$ cat config.mk
export PLATFORM = sky130hd
export DESIGN_NAME = accum_frame_ctrl_flat
export DESIGN_NICKNAME = d
export VERILOG_FILES = /design/src/rtl/accum_frame_ctrl_if.sv /design/src/rtl/accum_frame_ctrl.sv /design/src/flat_wrapper.sv
export SDC_FILE = /design/constraint.sdc
export NUM_CORES = 1
export LEC_CHECK = 0
export CAP_MARGIN = 20
export CORE_ASPECT_RATIO = 1.5
export CORE_MARGIN = 1.5
export CORE_UTILIZATION = 40
export DETAILED_ROUTE_END_ITERATION = 8
export HOLD_SLACK_MARGIN = 0.08
export PLACE_DENSITY_LB_ADDON = 0.12
export SYNTH_ARGS = -nofsm -noshare
export SYNTH_HDL_FRONTEND = slang
export SYNTH_SLANG_ARGS = --single-unit
$ cat constraint.sdc
create_clock -name clk -period 2.8 [get_ports clk]
set_input_delay 0.42 -clock clk [delete_from_list [all_inputs] [get_ports clk]]
set_output_delay 0.42 -clock clk [all_outputs]
set_load 0.02 [all_outputs]
$ cat src/rtl/accum_frame_ctrl_if.sv
// rtl/accum_frame_ctrl_if.sv - sample stream, result stream and accumulator hookup for accum_frame_ctrl
interface accum_frame_ctrl_if;
  logic        s_valid;
  logic        s_ready;
  logic [31:0] s_data;
  logic        m_valid;
  logic        m_ready;
  logic [31:0] m_data;
  logic        acc_nrst;
  logic        acc_ce;
  logic [31:0] acc_val;
  logic [31:0] acc_out;

  modport master (
    input  s_valid, s_data, m_ready, acc_out,
    output s_ready, m_valid, m_data, acc_nrst, acc_ce, acc_val
  );

  modport slave (
    output s_valid, s_data, m_ready, acc_out,
    input  s_ready, m_valid, m_data, acc_nrst, acc_ce, acc_val
  );
endinterface

$ cat src/rtl/accum_frame_ctrl.sv
// rtl/accum_frame_ctrl.sv - frame sequencer owning the FFT accumulator clear/enable and result capture
// Optional per-component prescale of the accumulator input: ACCUM_FRAME_CTRL_PRESCALE_EN.
module accum_frame_ctrl #(
  parameter int LEN_W = 10,
  parameter int SHIFT = 2
) (
  input  logic             clk,
  input  logic             nrst,
  input  logic             enable,
  input  logic [LEN_W-1:0] cfg_len,
  output logic             busy,
  accum_frame_ctrl_if.master bus
);

  typedef enum logic [2:0] {IDLE, CLEAR, ARM, ACCUM, DRAIN, OUT} state_t;

  state_t           state;
  logic [LEN_W-1:0] len_q;
  logic [LEN_W-1:0] cnt;
  logic [LEN_W-1:0] cnt_nxt;
  logic             s_ready_q;
  logic             acc_nrst_q;
  logic             m_valid_q;
  logic [31:0]      m_data_q;
  logic             busy_q;
  logic             fire;
  logic [31:0]      scaled;

  if (SHIFT < 0 || SHIFT > 15) begin : g_bad_shift
    $error("accum_frame_ctrl: SHIFT must be within 0..15");
  end

`ifdef ACCUM_FRAME_CTRL_PRESCALE_EN
  logic signed [15:0] s_re;
  logic signed [15:0] s_im;
  assign s_re   = $signed(bus.s_data[31:16]) >>> SHIFT;
  assign s_im   = $signed(bus.s_data[15:0]) >>> SHIFT;
  assign scaled = {s_re, s_im};
`else
  assign scaled = bus.s_data;
`endif

  assign fire    = s_ready_q & bus.s_valid;
  assign cnt_nxt = cnt + LEN_W'(1);

  // s_ready_q doubles as the "in ACCUM" flag for the accumulator-facing outputs.
  assign bus.s_ready  = s_ready_q;
  assign bus.acc_ce   = fire;
  assign bus.acc_val  = s_ready_q ? scaled : 32'd0;
  assign bus.acc_nrst = acc_nrst_q;
  assign bus.m_valid  = m_valid_q;
  assign bus.m_data   = m_data_q;
  assign busy         = busy_q;

  always_ff @(posedge clk or negedge nrst) begin
    if (!nrst) begin
      state      <= IDLE;
      len_q      <= '0;
      cnt        <= '0;
      s_ready_q  <= 1'b0;
      acc_nrst_q <= 1'b0;
      m_valid_q  <= 1'b0;
      m_data_q   <= 32'd0;
      busy_q     <= 1'b0;
    end else begin
      case (state)
        IDLE: begin
          if (enable) begin
            state  <= CLEAR;
            busy_q <= 1'b1;
          end
        end
        CLEAR: begin
          len_q      <= cfg_len;
          cnt        <= '0;
          acc_nrst_q <= 1'b1;
          state      <= ARM;
        end
        // ARM lets the accumulator's registered clear land before the first ce.
        ARM: begin
          s_ready_q <= 1'b1;
          state     <= ACCUM;
        end
        ACCUM: begin
          if (fire) begin
            cnt <= cnt_nxt;
            // len_q of zero is reached only after the counter wraps: full range.
            if (cnt_nxt == len_q) begin
              s_ready_q <= 1'b0;
              state     <= DRAIN;
            end
          end
        end
        DRAIN: begin
          m_data_q  <= bus.acc_out;
          m_valid_q <= 1'b1;
          state     <= OUT;
        end
        OUT: begin
          if (bus.m_ready) begin
            m_valid_q  <= 1'b0;
            acc_nrst_q <= 1'b0;
            if (enable) begin
              state <= CLEAR;
            end else begin
              state  <= IDLE;
              busy_q <= 1'b0;
            end
          end
        end
        default: begin
          state      <= IDLE;
          s_ready_q  <= 1'b0;
          acc_nrst_q <= 1'b0;
          m_valid_q  <= 1'b0;
          busy_q     <= 1'b0;
        end
      endcase
    end
  end

endmodule

$ cat src/flat_wrapper.sv
// flat-port wrapper written by rule: the top's interface ports become plain ports
module accum_frame_ctrl_flat 
#(
  parameter int LEN_W = 10,
  parameter int SHIFT = 2
)
  (clk, nrst, enable, cfg_len, busy, bus_s_valid, bus_s_data, bus_m_ready, bus_acc_out, bus_s_ready, bus_m_valid, bus_m_data, bus_acc_nrst, bus_acc_ce, bus_acc_val);
  accum_frame_ctrl_if bus_i ();
  input  logic clk;
  input  logic nrst;
  input  logic enable;
  input  logic [LEN_W-1:0] cfg_len;
  output logic busy;
  input wire logic [$bits(bus_i.s_valid)-1:0] bus_s_valid;
  input wire logic [$bits(bus_i.s_data)-1:0] bus_s_data;
  input wire logic [$bits(bus_i.m_ready)-1:0] bus_m_ready;
  input wire logic [$bits(bus_i.acc_out)-1:0] bus_acc_out;
  output wire logic [$bits(bus_i.s_ready)-1:0] bus_s_ready;
  output wire logic [$bits(bus_i.m_valid)-1:0] bus_m_valid;
  output wire logic [$bits(bus_i.m_data)-1:0] bus_m_data;
  output wire logic [$bits(bus_i.acc_nrst)-1:0] bus_acc_nrst;
  output wire logic [$bits(bus_i.acc_ce)-1:0] bus_acc_ce;
  output wire logic [$bits(bus_i.acc_val)-1:0] bus_acc_val;
  assign bus_i.s_valid = bus_s_valid;
  assign bus_i.s_data = bus_s_data;
  assign bus_i.m_ready = bus_m_ready;
  assign bus_i.acc_out = bus_acc_out;
  assign bus_s_ready = bus_i.s_ready;
  assign bus_m_valid = bus_i.m_valid;
  assign bus_m_data = bus_i.m_data;
  assign bus_acc_nrst = bus_i.acc_nrst;
  assign bus_acc_ce = bus_i.acc_ce;
  assign bus_acc_val = bus_i.acc_val;
  accum_frame_ctrl #(.LEN_W(LEN_W), .SHIFT(SHIFT)) u_core (.clk(clk), .nrst(nrst), .enable(enable), .cfg_len(cfg_len), .busy(busy), .bus(bus_i));
endmodule
Yosys cells after proc, flatten, opt, wreduce, memory -nomap -nowiden
Cells that the tools add are included.
{"block": "totals", "reg_bits": 59, "output_inout_bits": 69, "wordCells": 56}
{"block": "op_classes", "n_addsub": 1, "n_eq_ne": 11, "mux": 19, "n_bitwise": 5, "reduce_logical": 12}
{"cell": "$mux W32", "count": 1}
{"cell": "$pmux W10 S2", "count": 1}
{"cell": "$pmux W3 S6", "count": 1}
{"cell": "$reduce_or A4 Y1", "count": 4}
{"cell": "$mux W3", "count": 4}
{"cell": "$pmux W1 S3", "count": 4}
{"cell": "$add A10 B1 Y10 const B", "count": 1}
{"cell": "$eq A10 B10 Y1", "count": 1}
{"cell": "$mux W10", "count": 1}
{"cell": "$ne A2 B2 Y1 const B", "count": 4}
{"cell": "$reduce_and A4 Y1", "count": 2}
{"cell": "$mux W1", "count": 7}
{"cell": "$eq A3 B2 Y1 const B", "count": 2}
{"cell": "$eq A3 B3 Y1 const B", "count": 2}
{"cell": "$reduce_and A2 Y1", "count": 3}
{"cell": "$not A1 Y1", "count": 4}
{"cell": "$eq A3 B1 Y1 const B", "count": 1}
{"cell": "$logic_not A3 Y1", "count": 1}
{"cell": "$reduce_and A3 Y1", "count": 1}
{"cell": "$ne A2 B1 Y1 const B", "count": 1}
{"cell": "$reduce_bool A2 Y1", "count": 1}
{"cell": "$and A1 B1 Y1", "count": 1}

Logic depth before layout (Yosys ltp)
Gate-level depths: netlist of the first run.
{"block": "depth", "word_depth": 5, "ltp_mapped": 8, "depth_no_buf": 7}

Worst setup path before layout of the first run
Ideal clock, no wire load.
{"block": "synth_path", "path_type": "register -> register", "from": "register u_core.cnt[0]", "to": "register u_core.s_ready_q, in the netlist u_core.bus.s_ready", "t_arrival_ns": 1.995, "t_required_ns": 2.676, "path_slack_ns": 0.681, "stages_incl_launch_ff": 8, "path_buffers": 0, "synth_period_minus_slack_ns": 2.119, "path_cell_list": "dfrtp_1 > ha_1 > xor2_1 > a2111oi_2 > o211ai_1 > nor4_2 > a21oi_1 > a211o_1"}
{"block": "synth_via", "elab_chain_len": 4}
{"item": "start: declaration", "line_no": "accum_frame_ctrl.sv:19", "rtl": "logic [LEN_W-1:0] cnt;"}
{"item": "start signal: assignment", "line_no": "accum_frame_ctrl.sv:86", "rtl": "cnt <= cnt_nxt;"}
{"item": "$add A10 B1 Y10", "line_no": "accum_frame_ctrl.sv:44", "rtl": "assign cnt_nxt = cnt + LEN_W'(1);"}
{"item": "$eq A10 B10 Y1", "line_no": "accum_frame_ctrl.sv:88", "rtl": "if (cnt_nxt == len_q) begin"}
{"item": "$ne A2 B1 Y1 (no source line)"}
{"item": "$reduce_and A3 Y1 (no source line)"}
{"item": "end signal: assignment", "line_no": "accum_frame_ctrl.sv:60", "rtl": "s_ready_q <= 1'b0;"}
{"item": "end signal: assignment", "line_no": "accum_frame_ctrl.sv:81", "rtl": "s_ready_q <= 1'b1;"}
{"item": "end signal: assignment", "line_no": "accum_frame_ctrl.sv:89", "rtl": "s_ready_q <= 1'b0;"}
{"item": "end: declaration", "line_no": "accum_frame_ctrl.sv:21", "rtl": "logic s_ready_q;"}
Every way passes these cells.
A chain may end at the register's enable or synchronous reset.

Worst setup path after layout of the first run
{"block": "layout_path", "from": "register u_core.cnt[3]", "to": "register u_core.s_ready_q, in the netlist u_core.bus.s_ready"}
The elaborated chain is that of the path after synthesis.

==> results.ini, run 1 <==
[outcome]
status=complete, no violations

[clocking]
clk_latency_ns=0.34
clockBufferDepth=2
htree_num_levels=3
path_clk_slew_ns=0.06
cts_tree=yes
cts_resized=0
clkSinkCount=59
cts_made_buffers=9
clockRootBuffer=clkbuf_8

[grt]
antenna_found_initial=0
grt_overflow=0
first_global_vias=2706
grt_pass1_wl_mm=12.04
grt_max_degree=33
track_usage=0.1985

[power]
seqPwrFrac=0.427
clkPwrFrac=0.414
swShare=0.2384
switching_power_uw=506.0
powerDensity_mw_per_mm2=446.9
combPwrFrac=0.159
p_int_mw=1.616
total_power_mw=2.122
ir_drop_v=0.0004171
p_leak_nw=2.074

[worst_setup_path]
crit_arrival_ns=2.57
crit_slowest_cell=dfrtp_1
cp-startpoint=u_core.cnt[3]
critPathKind=reg -> reg
crit_chain=nand2_1, nor3_2, mux2_2, nor4_2, a21oi_1, a211o_1
reg2reg_from=u_core.cnt[3]
path_max_fanout=9
required_ns=3.02
cpPeakStageDelay_ns=0.46
endpoint_kind=register
cp-start-kind=register

[die]
fp.dieH_um=108.1
rows=38
die_w_um=73.08
io_pins=148
start_util=0.4104
coreArea_mm2=0.007179
die-area_mm2=0.007901

[synthesis]
synth.top_cells.by_area=dfrtp_1 50%, mux2_2 16%, and2_1 7.4%, o21ai_0 3.4%, xor2_1 1.8%
syn-num-nets=347
synth_area_leader_cell=dfrtp_1
synthCells=267
ys_ff_latch=59
postSynthAreaPerCell_um2=11.04
syn-cell-area_mm2=0.002947
ys_warn_count=0
synth_seq_area_share=0.5011
netlist.area_leader.share=0.5011
synth.distinct_cells=45

[routing]
ant_nets=0
first_iter_violations=104
vias_per_cell=5.050
wl_mm=7.446
dr.pass1.iters=5
vias=2626
drc_errors=0
wire_per_inst_um=14.32

[finish]
nets=495
drive_gt1_frac=0.1667
antenna_cells=0
postLayoutCellArea_mm2=0.004748
fill_cells=591
area_growth_pct=61.15
fin_cells=520
multi_input_area_mm2=0.001383
sequential_cell_area_mm2=0.001476

[timing]
setup_viol=0
fin_crit_sh=0.8385
rsz0062_at_grt=false
finClkSkew_ns=0.01198
setup_tns_ns=0
slew-limit-headroom=0.5741
finalHoldViolCount=0
final.min_clock_period_ns=2.348
worst_pin_slew_ns=0.6365
max_clock_freq_mhz=425.9
maxSlewViolCount=0

[placement]
place_hpwl_mm=5.676
place_inst=503
place.gp.congestion=0.8593
place_area_mm2=0.004511
io_buffers=147

[min_path]
worstHoldPathType=reg -> reg
min_from=u_core.bus.m_data[26]

[run]
drv_cap=0

==> layout make-up <==
class                      count  share of cell area
sequential                    59              0.3109
tap                          100             0.02635
clock inverter                 4             0.01528
inverter                       6            0.004743
multi-input combinational    186              0.2912
clock buffer                  12             0.03267
timing repair buffer         153              0.3188
==> cells by family (layout without fill, tap and decap cells) <==
| kind of cell | after synthesis | count (layout) | synth area share |
|---|---|---|---|
| xor+xnor | 11 | 11 | 0.03270 |
| mux | 42 | 42 | 0.1605 |
| simple gates | 81 | 81 | 0.1626 |
| compound gates | 51 | 51 | 0.1091 |
| flops | 59 | 59 | 0.5011 |
| fa+ha+maj | 1 | 1 | 0.004246 |
| buf+inv | 22 | 175 | 0.02972 |
==> metrics by stage <==
stage	hold WS (ns)	util	worst slack, ns
final	0.5038	0.6614	0.4522
after global routing	0.5254	0.6614	0.2680
after CTS	0.5036	0.6614	0.4624
after detailed placement	0.3334	0.6283	0.4646
after global placement	0.3286	0.6283	0.5208
after floorplan	0.1244	-	0.6813
==> power groups by stage <==
stage	combinational, mW	sequential [mW]	clock (mW)
after floorplan	0.154	0.910	0
final	0.338	0.906	0.879
after detailed placement	0.337	0.921	0
after global routing	0.367	0.908	0.933
after CTS	0.340	0.905	0.900
after global placement	0.332	0.919	0
==> critical path, delay by kind of cell, from the launching register on <==
| kind | cells | cell delay, ns |
|---|---|---|
| AO/OA/AOI/OAI | 2 | 0.40 |
| multiplexers | 1 | 0.39 |
| flip-flops | 1 | 0.46 |
| AND/OR/NAND/NOR | 3 | 0.99 |
==> cells in the final DEF, fill, tap and decap left out, types with 6 or more instances in the layout <==
master / Yosys / final
dfrtp_1: 59 / 59
inv_1: 6 / 6
xor2_1: 6 / 6
o21ai_0: 20 / 20
a21oi_1: 10 / 10
and2_1: 35 / 35
clkdlybuf4s50_1: 0 / 146
nand2_1: 13 / 13
mux2_2: 42 / 42
clkbuf_8: 0 / 11
nor2_1: 9 / 9
==> metal layers <==
layer  vias to the layer above  wire, um  global-route usage
met4                         0       157             0.09704
met5                         -         0                   0
met1                      1231      2678              0.2019
li1                       1239         -                   -
met2                       139      3779              0.3474
met3                        17       831             0.07642
==> state kept, by name, indices dropped and copies added (netlist names) <==
signal	count
u_core.bus.m_data	32
u_core.cnt	10
u_core.len_q	10
u_core.state	3
u_core.bus.acc_nrst	1
u_core.bus.m_valid	1
u_core.bus.s_ready	1
u_core.busy	1
==> final timing paths <==
kind	endpoint	slack, ns	cells after the start
min in group asynchronous	u_core.len_q[8]	0.51	2
max in group asynchronous	u_core.cnt[0]	1.63	3
min reg2reg	u_core.bus.m_data[26]	0.50	1
max	u_core.bus.s_ready	0.45	6
max reg2reg	u_core.bus.s_ready	0.45	6
min	u_core.bus.m_data[26]	0.50	1
==> timing repair <==
item | CTS | global route
hold buffers | 1 | 0
hold endpoints to repair | 13 | 0
buffers inserted | 0 | 0
==> synth_stat cells <==
cell type / instances
a31oi_1: 3
o22ai_1: 2
o41ai_1: 1
clkbuf_1: 9
ha_1: 1
nor2b_1: 1
nand3_4: 1
a2111oi_2: 1
or3_4: 1
nand3_1: 5
nand2_1: 13
buf_1: 3
buf_2: 3
a211o_1: 1
a221o_1: 1
dfrtp_1: 59
a2bb2oi_1: 1
o21ai_0: 20
mux2_2: 42
and2_1: 35
nand4bb_1: 1
nor3b_1: 1
xor2_1: 6
nand4_1: 2
nor4_2: 1
and3_2: 1
a22oi_1: 1
nand3b_1: 1
o31ai_1: 3
and3_1: 1
o221a_2: 1
xnor2_1: 5
inv_1: 6
a21oi_1: 10
nor3_1: 3
nor2_1: 9
a2111oi_0: 1
a211oi_1: 1
o211ai_1: 3
nor4_1: 1
nand2b_1: 2
nor3_2: 1
o2111ai_1: 1
clkbuf_2: 1
and4_1: 1
Power figures use the tool's default switching activity.
==> run 2, diff against run 1 <==
--- a/config.mk
+++ b/config.mk
@@ -8,7 +8,7 @@
 export CAP_MARGIN = 20
 export CORE_ASPECT_RATIO = 1.5
 export CORE_MARGIN = 1.5
-export CORE_UTILIZATION = 40
+export CORE_UTILIZATION = 36
 export DETAILED_ROUTE_END_ITERATION = 8
 export HOLD_SLACK_MARGIN = 0.08
 export PLACE_DENSITY_LB_ADDON = 0.12
==> constraint.sdc (replaced) <==
create_clock -name clk -period 1.95 [get_ports clk]
set_input_delay 0.2925 -clock clk [delete_from_list [all_inputs] [get_ports clk]]
set_output_delay 0.2925 -clock clk [all_outputs]
set_load 0.02 [all_outputs]
==> results.ini, run 2 (synthesized netlist as in run 1, its figures left out) <==
[min_path]
min_from=u_core.bus.m_data[26]
worstHoldPathType=reg -> reg

[placement]
dpl_worst_slack_ns=-0.2170
place_hpwl_mm=5.712
place.gp.congestion=0.7825
io_buffers=147
place_inst=531
place_area_mm2=0.004738

[worst_setup_path]
path_max_fanout=3
required_ns=2.16
crit_slowest_cell=dfrtp_2
crit_arrival_ns=2.23
endpoint=u_core.bus.s_ready
critPathKind=reg -> reg
endpoint_kind=register
critical_path_buf_inv_count=0
reg2reg_slack_ns=-0.08
cp-startpoint=u_core.cnt[1]
reg2reg_depth=7
crit_chain=ha_4, xor2_1, a2111oi_2, o211ai_1, nor4_2, a21oi_1, a211o_1
cp-start-kind=register
reg2reg_to=u_core.bus.s_ready
worstSetupPathDepth=7
reg2reg_from=u_core.cnt[1]
cpPeakStageDelay_ns=0.42
path_delay_family=compound AO/OA/AOI/OAI gates

[timing]
slew-limit-headroom=0.7558
final.min_clock_period_ns=2.026
finClkSkew_ns=0.002956
finalHoldViolCount=0
worst_pin_slew_ns=0.3571
maxSlewViolCount=0
fin_crit_sh=1.039
setup_viol=3
layout_setup_ws_ns=-0.07559
holdWs_ns=0.5012
rsz0062_at_grt=true
max_clock_freq_mhz=493.7

[finish]
antenna_cells=0
multi_input_area_mm2=0.001404
area_growth_pct=69.72
fin_cells=547
postLayoutCellArea_mm2=0.005001
nets=519
final_cell_mix=113 x clkdlybuf4s50_1, 57 x dfrtp_1, 42 x mux2_2, 35 x and2_1, 33 x dlygate4sd2_1
drive_gt1_frac=0.2172
fill_cells=657
largest_reg_flops=32
final_common_cell=clkdlybuf4s50_1
sequential_cell_area_mm2=0.001479

[routing]
first_iter_violations=147
dr.pass1.iters=4
wl_mm=7.668
vias=2669
ant_nets=0
vias_per_cell=4.879
drc_errors=0
wire_per_inst_um=14.02

[grt]
antenna_found_initial=0
first_global_vias=2683
track_usage=0.1828
grt_pass1_wl_mm=12.39
grt_overflow=0
grt_max_degree=60

[outcome]
violations=setup timing
status=finished with violations

[clocking]
clockRootBuffer=clkbuf_16
htree_num_levels=3
clkSinkCount=59
cts_made_buffers=9
clockBufferDepth=2
cts_tree=yes
clk_latency_ns=0.32
path_clk_slew_ns=0.05

[die]
rows=40
fp.dieH_um=113.8
start_util=0.3703
coreArea_mm2=0.007958
die_w_um=76.87
io_pins=148
die-area_mm2=0.008748

[power]
clkPwrFrac=0.446
combPwrFrac=0.170
p_int_mw=2.590
ir_drop_v=0.0006687
p_leak_nw=2.294
seqPwrFrac=0.384
switching_power_uw=780.1
swShare=0.2315
powerDensity_mw_per_mm2=673.9
total_power_mw=3.370

[run]
drv_cap=0

==> run 2: metrics by stage <==
step / utilization / TNS (ns)
3_5_place_dp: 0.5954 / -0.7517
4_1_cts: 0.6275 / -0.2313
2_1_floorplan: - / 0
5_1_grt: 0.6285 / -0.6895
3_3_place_gp: 0.5954 / -0.6186
6_report: 0.6285 / -0.1891
==> run 2: how the worst min path moves through the flow <==
| stage | end | slack [ns] | depth (start not counted) |
|---|---|---|---|
| 3_3_place_gp | u_core.bus.m_data[8] | 0.32 | 2 |
| 2_1_floorplan | u_core.bus.acc_nrst | -0.003 | 0 |
| 3_5_place_dp | u_core.bus.m_data[6] | 0.33 | 2 |
| 5_1_grt | u_core.bus.m_data[17] | 0.52 | 1 |
| 6_report | u_core.bus.m_data[26] | 0.50 | 1 |
| 4_1_cts | u_core.bus.m_data[22] | 0.51 | 3 |
==> run 2: worst register-to-register path, stage by stage, from the launching register on <==
cell       delay, ns
dfrtp_2         0.42
ha_4            0.25
xor2_1          0.16
a2111oi_2       0.20
o211ai_1        0.15
nor4_2          0.38
a21oi_1         0.12
a211o_1         0.24
==> run 2: metal layers <==
layer / vias to the layer above / global-route usage / part of all wire
met3: 17 / 0.08480 / 0.11
met5: - / 0 / 0
met2: 129 / 0.3068 / 0.49
met4: 0 / 0.08889 / 0.027
met1: 1240 / 0.1928 / 0.37
li1: 1283 / - / -
==> run 2: power groups by stage <==
stage / sequential [mW] / clock [mW] / combinational, mW
6_report: 1.30 / 1.50 / 0.572
5_1_grt: 1.30 / 1.60 / 0.623
4_1_cts: 1.29 / 1.54 / 0.563
3_5_place_dp: 1.31 / 0 / 0.585
3_3_place_gp: 1.31 / 0 / 0.578
2_1_floorplan: 1.31 / 0 / 0.237
==> run 2: what timing repair did <==
action,4_1_cts,5_1_grt
endpoints found under the setup margin,36,4
resized for setup,34,1
pin swaps,4,0
hold buffers,1,0
endpoints found under the hold margin,59,0
setup buffers,0,1
==> run 2: layout make-up <==
cell class | count | area share
clock buffers | 11 | 0.04854
clock inverters | 3 | 0.008006
inverters | 6 | 0.004503
multi-input cells | 186 | 0.2807
flip-flops and latches | 59 | 0.2957
well taps | 105 | 0.02627
repair buffers | 177 | 0.3363
==> run 3, diff against run 2 <==
==> constraint.sdc (replaced) <==
create_clock -name clk -period 1.95 [get_ports clk]
set_input_delay 0.2925 -clock clk [delete_from_list [all_inputs] [get_ports clk]]
set_output_delay 0.2925 -clock clk [all_outputs]
set_load 0.01 [all_outputs]
==> results.ini, run 3 (synthesized netlist as in run 1, its figures left out) <==
[outcome]
status=finished with violations
violations=setup timing

[timing]
rsz0062_at_grt=true
setup_viol=4
finalHoldViolCount=0
fin_crit_sh=1.097
slew-limit-headroom=0.7211
finClkSkew_ns=0.005752
maxSlewViolCount=0
max_clock_freq_mhz=467.3
layout_setup_ws_ns=-0.1897
final.min_clock_period_ns=2.140
worst_pin_slew_ns=0.4169

[min_path]
worstHoldPathType=in -> async

[power]
combPwrFrac=0.162
clkPwrFrac=0.472
p_int_mw=2.782
seqPwrFrac=0.366
ir_drop_v=0.0005756
powerDensity_mw_per_mm2=695.2
swShare=0.2158
switching_power_uw=765.6
p_leak_nw=2.272

[clocking]
clockRootBuffer=clkbuf_16
clockBufferDepth=2
htree_num_levels=3
clk_latency_ns=0.32
cts_made_buffers=9
cts_tree=yes
path_clk_slew_ns=0.05
clkSinkCount=59

[placement]
place_area_mm2=0.004723
place_hpwl_mm=5.821
io_buffers=147
place.gp.congestion=0.7855
dpl_worst_slack_ns=-0.2572

[finish]
final_common_cell=clkdlybuf4s50_1
drive_gt1_frac=0.2227
antenna_cells=0
sequential_cell_area_mm2=0.001479
multi_input_area_mm2=0.001436
area_growth_pct=73.21
fill_cells=661
postLayoutCellArea_mm2=0.005104
final_cell_mix=144 x clkdlybuf4s50_1, 57 x dfrtp_1, 42 x mux2_2, 34 x and2_1, 24 x buf_4
nets=517
largest_reg_flops=32

[die]
fp.dieH_um=113.8
rows=40
coreArea_mm2=0.007958
die-area_mm2=0.008748
die_w_um=76.87
start_util=0.3703
io_pins=148

[routing]
wire_per_inst_um=14.53
drc_errors=0
wl_mm=7.917
ant_nets=0
vias=2698
dr.pass1.iters=4
first_iter_violations=124
vias_per_cell=4.950

[worst_setup_path]
path_delay_family=compound AO/OA/AOI/OAI gates
critical_path_buf_inv_count=1
cpPeakStageDelay_ns=0.42
cp-start-kind=register
crit_chain=ha_4, xor2_2, a2111oi_4, o211ai_1, nor4_2, buf_4, a21oi_1, a211o_1
crit_slowest_cell=dfrtp_2
path_max_fanout=3
required_ns=2.15
crit_arrival_ns=2.34
reg2reg_from=u_core.cnt[1]
cp-startpoint=u_core.cnt[1]
critPathKind=reg -> reg
endpoint_kind=register

[grt]
antenna_found_initial=0
grt_pass1_wl_mm=12.65
first_global_vias=2729
use_met1=0.1897
grt_overflow=0
grt_use_met3=0.07520
track_usage=0.1862
grt_max_degree=60
busiest_layer=met2
use_met2=0.3304

[run]
drv_cap=0

## run 3: layout make-up
class	instances	area share
clock buffer	12	0.05026
clock inverter	2	0.01177
multi-input combinational	186	0.2814
inverter	6	0.004413
sequential	59	0.2898
timing repair buffer	175	0.3366
tap	105	0.02574
## run 3: routing by layer
layer / up-vias / routed length, um / part of all wire
met5: - / 0 / 0
met4: 0 / 178 / 0.022
met3: 13 / 765 / 0.097
met2: 130 / 4068 / 0.51
met1: 1275 / 2904 / 0.37
li1: 1280 / - / -
## run 3: path summary, 6_finish.rpt
kind	to	slack, ns	depth (start not counted)
max in group asynchronous	u_core.state[1]	1.15	3
min in group clk	u_core.bus.m_data[12]	0.50	1
hold / removal	u_core.bus.m_data[8]	0.49	3
setup / recovery	u_core.bus.s_ready	-0.19	8
hold reg to reg	u_core.bus.m_data[12]	0.50	1
setup reg to reg	u_core.bus.s_ready	-0.19	8
## run 3: power by group through the flow
stage	Clock [mW]	Combinational (mW)	Sequential, mW
after CTS	1.73	0.548	1.30
after floorplan	0	0.209	1.31
after global routing	1.77	0.622	1.30
final	1.68	0.574	1.30
after global placement	0	0.542	1.31
after detailed placement	0	0.548	1.32
## run 3: tightest hold or removal path, stage by stage
cell and delay, ns:
dlygate4sd3_1 0.52, buf_2 0.12, buf_12 0.27
## run 3: through the flow
step                utilization  power, mW  hold slack (ns)  TNS, ns  std cells
finish                   0.6414      3.548           0.4905  -0.5772        545
global route             0.6414      3.697           0.5195   -1.116        545
CTS                      0.6360      3.572           0.5065  -0.4404        544
detailed placement       0.5936      1.864           0.3397  -0.8164        529
global placement         0.5936      1.856           0.3228  -0.5701        529
floorplan                     -      1.524        -0.003091        0        267
## run 3: repair_timing
action                                  in CTS  in global routing
cloned                                       0                  0
endpoints found under the setup margin       8                  6
gates resized for setup                      4                  7
pin swaps                                    3                  3
hold buffers                                 1                  0
buffers inserted                             0                  1
endpoints found under the hold margin       59                  0
